<file path="src/rtl/mc_control_fsm.sv">
// Multi-cycle CPU control unit: sequences fetch/decode/execute/memory/write-back
// and drives all datapath enables, mux selects and the ALU operation code.
module mc_control_fsm (
  input  logic       clk,
  input  logic       rst,
  input  logic [5:0] op,
  input  logic [5:0] funct,
  input  logic       Zero,
  output logic       PCWrite,
  output logic       IorD,
  output logic       MemRead,
  output logic       MemWrite,
  output logic       IRWrite,
  output logic       RegDst,
  output logic       MemtoReg,
  output logic       RegWrite,
  output logic       ALUSrcA,
  output logic [1:0] ALUSrcB,
  output logic [2:0] ALUctl,
  output logic [1:0] PCSource,
  output logic [3:0] state,
  output logic       instr_done,
  output logic       illegal
);

  typedef enum logic [3:0] {
    StFetch  = 4'd0,
    StDecode = 4'd1,
    StMemAdr = 4'd2,
    StMemRd  = 4'd3,
    StMemWb  = 4'd4,
    StMemWr  = 4'd5,
    StExec   = 4'd6,
    StRwb    = 4'd7,
    StBranch = 4'd8,
    StJump   = 4'd9
  } state_e;

  localparam logic [5:0] OpRtype = 6'b000000;
  localparam logic [5:0] OpLw    = 6'b100011;
  localparam logic [5:0] OpSw    = 6'b101011;
  localparam logic [5:0] OpBeq   = 6'b000100;
  localparam logic [5:0] OpJ     = 6'b000010;

  localparam logic [5:0] FnAdd  = 6'b100000;
  localparam logic [5:0] FnAddu = 6'b100001;
  localparam logic [5:0] FnSub  = 6'b100010;
  localparam logic [5:0] FnAnd  = 6'b100100;
  localparam logic [5:0] FnOr   = 6'b100101;
  localparam logic [5:0] FnNor  = 6'b100111;

  localparam logic [2:0] AluAdd  = 3'b000;
  localparam logic [2:0] AluSub  = 3'b001;
  localparam logic [2:0] AluAddu = 3'b010;
  localparam logic [2:0] AluAnd  = 3'b011;
  localparam logic [2:0] AluOr   = 3'b100;
  localparam logic [2:0] AluNor  = 3'b101;

  state_e     state_q, state_d;
  state_e     cur;
  logic       rtype_legal;
  logic       op_legal;
  logic [2:0] funct_ctl;

  always_ff @(posedge clk) begin
    if (rst) begin
      state_q <= StFetch;
    end else begin
      state_q <= state_d;
    end
  end

  assign state = state_q;

  always_comb begin
    rtype_legal = 1'b1;
    funct_ctl   = AluAddu;
    unique case (funct)
      FnAdd:   funct_ctl = AluAdd;
      FnAddu:  funct_ctl = AluAddu;
      FnSub:   funct_ctl = AluSub;
      FnAnd:   funct_ctl = AluAnd;
      FnOr:    funct_ctl = AluOr;
      FnNor:   funct_ctl = AluNor;
      default: rtype_legal = 1'b0;
    endcase
  end

  always_comb begin
    op_legal = 1'b0;
    case (op)
      OpRtype:               op_legal = rtype_legal;
      OpLw, OpSw, OpBeq, OpJ: op_legal = 1'b1;
      default:               op_legal = 1'b0;
    endcase
  end

  always_comb begin
    state_d = StFetch;
    case (state_q)
      StFetch:  state_d = StDecode;
      StDecode: begin
        if (!op_legal)                    state_d = StFetch;
        else if (op == OpLw || op == OpSw) state_d = StMemAdr;
        else if (op == OpRtype)            state_d = StExec;
        else if (op == OpBeq)              state_d = StBranch;
        else                               state_d = StJump;
      end
      StMemAdr: state_d = (op == OpLw) ? StMemRd : StMemWr;
      StMemRd:  state_d = StMemWb;
      StExec:   state_d = StRwb;
      default:  state_d = StFetch;
    endcase
  end

  // While in reset the datapath sees FETCH selects, but every strobe is held low.
  assign cur = rst ? StFetch : state_q;

  always_comb begin
    PCWrite    = 1'b0;
    IorD       = 1'b0;
    MemRead    = 1'b0;
    MemWrite   = 1'b0;
    IRWrite    = 1'b0;
    RegDst     = 1'b0;
    MemtoReg   = 1'b0;
    RegWrite   = 1'b0;
    ALUSrcA    = 1'b0;
    ALUSrcB    = 2'b00;
    ALUctl     = AluAdd;
    PCSource   = 2'b00;
    instr_done = 1'b0;
    illegal    = 1'b0;
    case (cur)
      StFetch: begin
        MemRead = 1'b1;
        IRWrite = 1'b1;
        PCWrite = 1'b1;
        ALUSrcB = 2'b01;
        ALUctl  = AluAddu;
      end
      StDecode: begin
        ALUSrcB    = 2'b11;
        ALUctl     = AluAddu;
        illegal    = !op_legal;
        instr_done = !op_legal;
      end
      StMemAdr: begin
        ALUSrcA = 1'b1;
        ALUSrcB = 2'b10;
        ALUctl  = AluAddu;
      end
      StMemRd: begin
        MemRead = 1'b1;
        IorD    = 1'b1;
      end
      StMemWb: begin
        RegWrite   = 1'b1;
        MemtoReg   = 1'b1;
        instr_done = 1'b1;
      end
      StMemWr: begin
        MemWrite   = 1'b1;
        IorD       = 1'b1;
        instr_done = 1'b1;
      end
      StExec: begin
        ALUSrcA = 1'b1;
        ALUctl  = funct_ctl;
      end
      StRwb: begin
        RegWrite   = 1'b1;
        RegDst     = 1'b1;
        instr_done = 1'b1;
      end
      StBranch: begin
        ALUSrcA    = 1'b1;
        ALUctl     = AluSub;
        PCSource   = 2'b01;
        PCWrite    = Zero;
        instr_done = 1'b1;
      end
      StJump: begin
        PCWrite    = 1'b1;
        PCSource   = 2'b10;
        instr_done = 1'b1;
      end
      default: ;
    endcase
    if (rst) begin
      PCWrite    = 1'b0;
      IRWrite    = 1'b0;
      MemRead    = 1'b0;
      MemWrite   = 1'b0;
      RegWrite   = 1'b0;
      instr_done = 1'b0;
      illegal    = 1'b0;
    end
  end

endmodule

</file>
<file path="config.mk">
export PLATFORM = sky130hd
export DESIGN_NAME = mc_control_fsm
export DESIGN_NICKNAME = d
export VERILOG_FILES = /design/src/rtl/mc_control_fsm.sv
export SDC_FILE = /design/constraint.sdc
export NUM_CORES = 1
export LEC_CHECK = 0
export ABC_AREA = 1
export BUFFER_PORTS_ARGS = -buffer_cell sky130_fd_sc_hd__buf_2
export CAP_MARGIN = 15
export CORE_MARGIN = 4
export CORE_UTILIZATION = 30
export CTS_CLUSTER_SIZE = 10
export DETAILED_ROUTE_END_ITERATION = 10
export PLACE_DENSITY = 0.69
export SLEW_MARGIN = 40
export SYNTH_ARGS = -nofsm -noshare
export SYNTH_HDL_FRONTEND = slang
export SYNTH_SLANG_ARGS = --single-unit
</file>
<file path="constraint.sdc">
create_clock -name clk -period 1.3 [get_ports clk]
set_input_delay 0.195 -clock clk [delete_from_list [all_inputs] [get_ports clk]]
set_output_delay 0.195 -clock clk [all_outputs]
set_load 0.005 [all_outputs]
</file>
== After elaboration in Yosys (flattened, before gate mapping) ==
Cells that the tools add are included.
Storage, ports and cells
  register bits after elaboration: 4
  word-level logic and storage cells: 69
  bits of input ports: 15
  output and inout bits: 22
Cells by class
  muxes and demuxes: 31
  reductions and logical operators: 14
  equal/unequal tests: 23
Operator list (count)
  $eq A6 B6 Y1 const B: 8
  $eq A4 B3 Y1 const B: 5
  $pmux W4 S5: 1
  $mux W1: 18
  $eq A4 B2 Y1 const B: 4
  $mux W4: 4
  $pmux W3 S5: 1
  $pmux W3 S3: 1
  $eq A4 B1 Y1 const B: 2
  $eq A4 B4 Y1 const B: 2
  $logic_not A4 Y1: 2
  $reduce_or A2 Y1: 4
  $eq A6 B2 Y1 const B: 1
  $eq A6 B3 Y1 const B: 1
  $logic_not A6 Y1: 1
  $pmux W1 S2: 3
  $pmux W2 S3: 1
  $reduce_or A3 Y1: 2
  $reduce_or A6 Y1: 1
  $reduce_or A5 Y1: 1
  $pmux W2 S2: 1
  $reduce_or A4 Y1: 1
  $mux W3: 1
  $logic_not A1 Y1: 1
  $logic_or A1 B1 Y1: 1

== Depth between registers and ports, before layout ==
Gate-level depths: netlist of run 1.
  word-level depth: 7
  mapped depth: 9
  mapped depth without buffers: 9

== Worst setup path after synthesis of run 1 ==
No wires, ideal clock.
  kind: reg-to-output
  start point: register state_q[0], in the netlist state[0]
  end point: output port instr_done
  arrival: 1.026 ns
  cell stages (with the launch flop): 7
  required time: 1.105 ns
  buffers on the path: 0
  slack: 0.079 ns
  path through: dfxtp_1 inv_2 nor2_2 inv_2 nor2_4 nand2_1 o211ai_2
Between the ends
  longest elaborated chain between the ends: 5
  elaborated cells between the ends (all ways): 10
  those cells by class: 6 x eq/ne; 3 x mux; 1 x reduce/logical
RTL lines
  start: declaration: line 59  | state_e state_q, state_d;
  start signal: assignment: line 67  | state_q <= StFetch;
  start signal: assignment: line 69  | state_q <= state_d;
  $mux W4 *: line 117  | assign cur = rst ? StFetch : state_q;
  $eq A4 B4 Y1 / $eq A4 B3 Y1 (equally long branches): line 134  | case (cur)
  $reduce_or A5 Y1 (no source line)
  $pmux W1 S2 *: line 134
  $mux W1 *: line 190  | if (rst) begin
  end: declaration: line 22  | output logic instr_done,
Every way passes the cells marked *; elsewhere a longest branch is shown, timed or not.

== Worst setup path after layout of run 1 ==
  start point: register state_q[3], in the netlist state[3]
  end point: output port PCWrite
Between the ends
  longest elaborated chain between the ends: 5
  elaborated cells between the ends (all ways): 7
  those cells by class: 2 x eq/ne; 3 x mux; 2 x reduce/logical
RTL lines
  $mux W4 *: line 117
  $eq A4 B4 Y1 / $logic_not A4 Y1 (equally long branches): line 134
  $reduce_or A2 Y1 (no source line)
  $pmux W1 S2 *: line 134
  $mux W1 *: line 190
  end: declaration: line 9  | output logic PCWrite,
Marks and branches as above.

==> results of run 1 <==
logic make-up after synthesis:
| kind of cell | share of synthesized area [%] |
|---|---|
| AO/OA/AOI/OAI | 7.08 |
| AND/OR/NAND/NOR | 63.4 |
| buffers and inverters | 16.6 |
| flip-flops | 13.0 |
per-stage QoR:
step           total power [µW]  cells  setup slack (ps)  TNS (ps)  hold WS, ps
2_1_floorplan               205    113              78.6         0          399
6_report                    440    198              -227     -2080          282
5_1_grt                     472    198              -322     -3380          299
4_1_cts                     436    194              -234     -1390          275
3_5_place_dp                268    186             -24.9     -53.2          522
3_3_place_gp                265    186              5.91         0          512
worst paths after layout:
path                         end  slack, ps                start  cells after the start
min reg2reg  state[0]$_SDFF_PP0_        810  state[0]$_SDFF_PP0_                      6
min          state[0]$_SDFF_PP0_        280                  rst                      4
max                      PCWrite       -230  state[3]$_SDFF_PP0_                      7
max reg2reg  state[2]$_SDFF_PP0_        -20  state[1]$_SDFF_PP0_                      9
worst register-to-register path, cell delays in order (launching register included):
cell and delay, ps:
dfxtp_4 370, buf_6 130, nand2_1 100, nor2_2 60, buf_4 130, buf_4 130
nor2_1 80, nand3_1 100, nand2_1 80, inv_1 30
per-layer routing:
layer  track usage, %  up-vias  share of wire [%]
li1                 -      473                  -
met1             16.8      453                 34
met2             28.8       41                 58
met3            0.845        4                6.4
met4             8.94        0                1.4
met5                0        -                  0
what timing repair did:
action / in CTS / in global routing
setup buffers: 5 / 6
pin swaps: 9 / 10
hold buffers: 0 / 0
resized for setup: 23 / 20
endpoints found under the setup margin: 18 / 21
final cells by class:
class	count	area, µm²	area share [%]
multi-input combinational	85	537	47.6
inverter	23	96.3	8.55
tap	27	33.8	3.00
timing repair buffer	56	345	30.6
clock buffer	3	22.5	2.00
sequential	4	92.6	8.21
synthesized netlist by cell type, drive strengths merged:
library cell,instances,area [µm²]
nand3,16,90.1
a21oi,3,15.0
nor2,27,131
o211ai,1,12.5
nand2,26,105
a31oi,1,6.26
o21ai,2,10.0
nand4,3,18.8
nand3b,2,15.0
dfxtp,4,80.1
inv,23,91.3
buf,1,11.3
nor3,4,31.3
power groups by stage:
stage	registers, µW	logic, µW	clock network [µW]
after floorplan	132	72.3	0
after global placement	130	134	0
after detailed placement	130	137	0
after CTS	126	154	157
after global routing	124	185	163
final	124	169	147
==> results.toml, run 1 <==
[synth]
seq_area_frac_synth_pct = 13.0
yosys_warnings = 0
syn-num-nets = 128
synth_area_um2 = 618
synthDistinctLibCells = 20
synthCells = 113
ys_ff_latch = 4
avgSynthCellArea_um2 = 5.47

[power_and_ir_drop]
combinationalPowerShare_pct = 38.3
seq_power_share_pct = 28.2
ir_drop_mv = 0.381
power_switching_uw = 144
p_per_area_mw_per_mm2 = 390
power_leakage_uw = 0.000640
netSwitchingFraction_pct = 32.8
internal_power_uw = 296
pwr-share-clk_pct = 33.5

[critical_path]
critPathBufInv = 2
path_cells = "nand2_4 -> nor3_4 -> inv_2 -> nor2_4 -> nand2_1 -> a31oi_1 -> buf_2"
worstSetupPathType = "register to primary output"
crit_path_end_kind = "primary output"
crit_arrival_ps = 1330
slowest_stage = "dfxtp_4"
crit_path_max_incr_delay_ps = 370
critPathTopFamily = "simple AND/OR/NAND/NOR gates"
start_kind = "register"
worstPathRequired_ps = 1110
path_max_fanout = 4

[placement]
hpwl_mm = 1.65
io_buffers = 36
gp_congestion = 0.888
place_area_um2 = 903

[worst_hold_path]
hold_path_class = "primary input to register"

[clocking]
htreeDepth = 1
clockBufferDepth = 2
clock-sinks = 4
tritoncts = "yes"
root_buffer = "clkbuf_4"
clk_latency_ps = 230
cts_made_buffers = 3
cts.clk_slew.worst_paths_ps = 40

[route]
dr.first_iter.drc_count = 20
detail_route.wl_per_cell_um = 12.5
drc = 0
drt_wl_total_mm = 2.48
firstDrtPassIters = 4
vias = 971
antenna_left = 0
drt-vias-per-instance = 4.90

[timing]
period_needed_ps = 1530
rsz0062_at_grt = "yes"
final-setup-viol-count = 18
maxSlewHeadroom_pct = 83.1
finalHoldViolations = 0
fmax_mhz = 655
fin_crit_sh_pct = 117
layout_setup_ws_ps = -227
fin_worst_skew_ps = 1.73
slew_viol_final = 0
tightest_slew_ps = 253

[cells_and_area]
syn_to_final_growth_pct = 82.4
finalInstanceArea_mm2 = 0.00113
largest_register_ffs = 4
final_nets = 188
final_util_pct = 57.5
layout-drive-gt1-share_pct = 59.6
nFillCells = 192
final_cell_mix = "buf_2 (36), nand2_1 (19), buf_4 (16)"
diodes = 0
final_common_cell = "buf_2"

[status]
violations = "negative setup slack"
outcome = "finished, violations left"

[die]
num_rows = 16
initial_core_util_pct = 31.5
die_w_um = 53.4
die_y_um = 53.4
io_pins = 37
die-area_mm2 = 0.00285
core_mm2 = 0.00196

[run]
maxCapViolCount = 0

[grt]
grt_max_degree = 9
grt_usage_pct = 15.4
grt_first_pass_wirelength_mm = 3.26
grt_pass1_vias = 821
gr-total-overflow = 0
grt_antenna_before_repair = 0
No activity file was read; power rests on OpenSTA's default activity.
==> run 2: changes to the inputs <==
--- a/config.mk
+++ b/config.mk
@@ -6,13 +6,16 @@
 export NUM_CORES = 1
 export LEC_CHECK = 0
 export ABC_AREA = 1
+export ABC_CLOCK_PERIOD_IN_PS = 1300
 export BUFFER_PORTS_ARGS = -buffer_cell sky130_fd_sc_hd__buf_2
 export CAP_MARGIN = 15
+export CELL_PAD_IN_SITES_DETAIL_PLACEMENT = 1
+export CELL_PAD_IN_SITES_GLOBAL_PLACEMENT = 2
 export CORE_MARGIN = 4
-export CORE_UTILIZATION = 30
+export CORE_UTILIZATION = 19
 export CTS_CLUSTER_SIZE = 10
 export DETAILED_ROUTE_END_ITERATION = 10
-export PLACE_DENSITY = 0.69
+export PLACE_DENSITY = 0.88
 export SLEW_MARGIN = 40
 export SYNTH_ARGS = -nofsm -noshare
 export SYNTH_HDL_FRONTEND = slang
==> results.toml, run 2 (same netlist as run 1, synthesis figures left out) <==
[placement]
gp_congestion = 0.860
hpwl_mm = 1.98
placedCellCount = 209
io_buffers = 36

[power_and_ir_drop]
power_leakage_uw = 0.000668
p_per_area_mw_per_mm2 = 383
power_uw = 465
ir_drop_mv = 0.268

[timing]
layout_setup_ws_ps = -240
rsz0062_at_grt = "yes"
fin_worst_skew_ps = 5.30
tightest_slew_ps = 232
period_needed_ps = 1540
fin_crit_sh_pct = 118
maxSlewHeadroom_pct = 84.4
fmax_mhz = 649
finalHoldViolations = 0
slew_viol_final = 0
tns_ps = -2790
final-setup-viol-count = 20

[route]
firstDrtPassIters = 4
drt-vias-per-instance = 4.32
drc = 0
vias = 954
detail_route.wl_per_cell_um = 12.5
antenna_left = 0
drt_wl_total_mm = 2.76
dr.first_iter.drc_count = 15

[cells_and_area]
largest_register_ffs = 4
layout-drive-gt1-share_pct = 63.3
instances_no_fill = 221
final_cell_mix = "buf_2 (36), buf_4 (25), nand2_1 (16)"
nFillCells = 421
diodes = 0
syn_to_final_growth_pct = 96.6
final_util_pct = 39.5
final_nets = 194
final_common_cell = "buf_2"

[critical_path]
critPathTopFamily = "simple AND/OR/NAND/NOR gates"
crit_arrival_ps = 1340
path_cells = "nor2_4 -> inv_4 -> nor2_4 -> nand2_2 -> o211ai_2 -> buf_2"
worstSetupPathType = "register to primary output"
reg2regPathDepth = 8
start_kind = "register"
crit_path_end_kind = "primary output"
crit_path_frequent_cell = "nor2_4"
path_max_fanout = 4
r2r-end = "state[1]$_SDFF_PP0_"
slowest_stage = "dfxtp_4"
crit_path_max_incr_delay_ps = 360
crit-reg2reg-launch = "state[3]$_SDFF_PP0_"
ff2ff_setup_slack_ps = -170
crit_start = "state[3]$_SDFF_PP0_"
critPathBufInv = 2
worstPathRequired_ps = 1110

[die]
core_mm2 = 0.00308
die-area_mm2 = 0.00423
io_pins = 37
die_y_um = 65.0
die_w_um = 65.0
initial_core_util_pct = 20.1
num_rows = 20

[status]
violations = "negative setup slack"
outcome = "finished, violations left"

[clocking]
clock-sinks = 4
tritoncts = "yes"
root_buffer = "clkbuf_4"
clk_latency_ps = 230
htreeDepth = 1
clockBufferDepth = 2
cts.clk_slew.worst_paths_ps = 40
cts_hold_buf = 0
cts_made_buffers = 3

[grt]
grt_antenna_before_repair = 0
gr-total-overflow = 0
grt_first_pass_wirelength_mm = 4.14
grt_usage_pct = 11.9
grt_max_degree = 8
grt_pass1_vias = 1002

[worst_hold_path]
hold_path_class = "primary input to register"
holdPathEnd = "state[0]$_SDFF_PP0_"
min-delay-start = "rst"
min_path_cells = 4

[run]
maxCapViolCount = 0
-- run 2: changes by cell type in the layout (fill, tap and decap cells not counted), sizes merged --
cell / change
buf: +6
-- run 2: what timing repair did --
| action | 4_1_cts | 5_1_grt |
|---|---|---|
| gates cloned | 0 | 0 |
| endpoints found under the setup margin | 18 | 18 |
| endpoints found under the hold margin | 0 | 0 |
| setup buffers | 3 | 6 |
| gates resized for setup | 24 | 22 |
| pin swaps | 4 | 8 |
-- run 2: where the power goes --
group          internal (µW)  switching (µW)
combinational           85.6             102
sequential               122            3.51
clock                    103            48.5
total                    311             154
-- run 2: layout make-up --
cell class | count | area, µm² | share of cell area (%)
Clock buffer | 3 | 22.5 | 1.85
Inverter | 23 | 96.3 | 7.93
Multi-Input combinational cell | 85 | 561 | 46.1
Sequential cell | 4 | 92.6 | 7.62
Tap cell | 44 | 55.1 | 4.53
Timing Repair Buffer | 62 | 388 | 31.9
-- run 2: worst max path at each step --
stage                             to  slack (ps)  cells past startpoint
after detailed placement  instr_done         -60                      6
after floorplan           instr_done          80                      6
final                     instr_done        -240                      6
after CTS                    PCWrite        -230                      7
after global placement    instr_done         -40                      6
after global routing      instr_done        -330                      6
-- run 2: worst register-to-register path, cell delays in order, from the launching register on --
cell,delay [ps]
dfxtp_4,360
nor2_4,190
inv_4,90
buf_4,150
buf_4,120
buf_4,140
nor3_2,170
nor2_1,60
a21oi_1,110
-- run 2: layer usage --
layer	wire length [µm]	GRT usage [%]	up-vias
li1	-	-	486
met2	1550	23.5	25
met3	130	1.56	4
met5	0	0	-
met4	36	1.55	0
met1	1050	13.6	439
-- run 2: through the flow --
stage / worst slack, ps / area (µm²) / hold slack (ps)
finish: -240 / 1210 / 350
global route: -334 / 1210 / 346
CTS: -228 / 1100 / 292
detailed placement: -58.6 / 970 / 536
global placement: -40.5 / 970 / 541
floorplan: 78.6 / 618 / 399
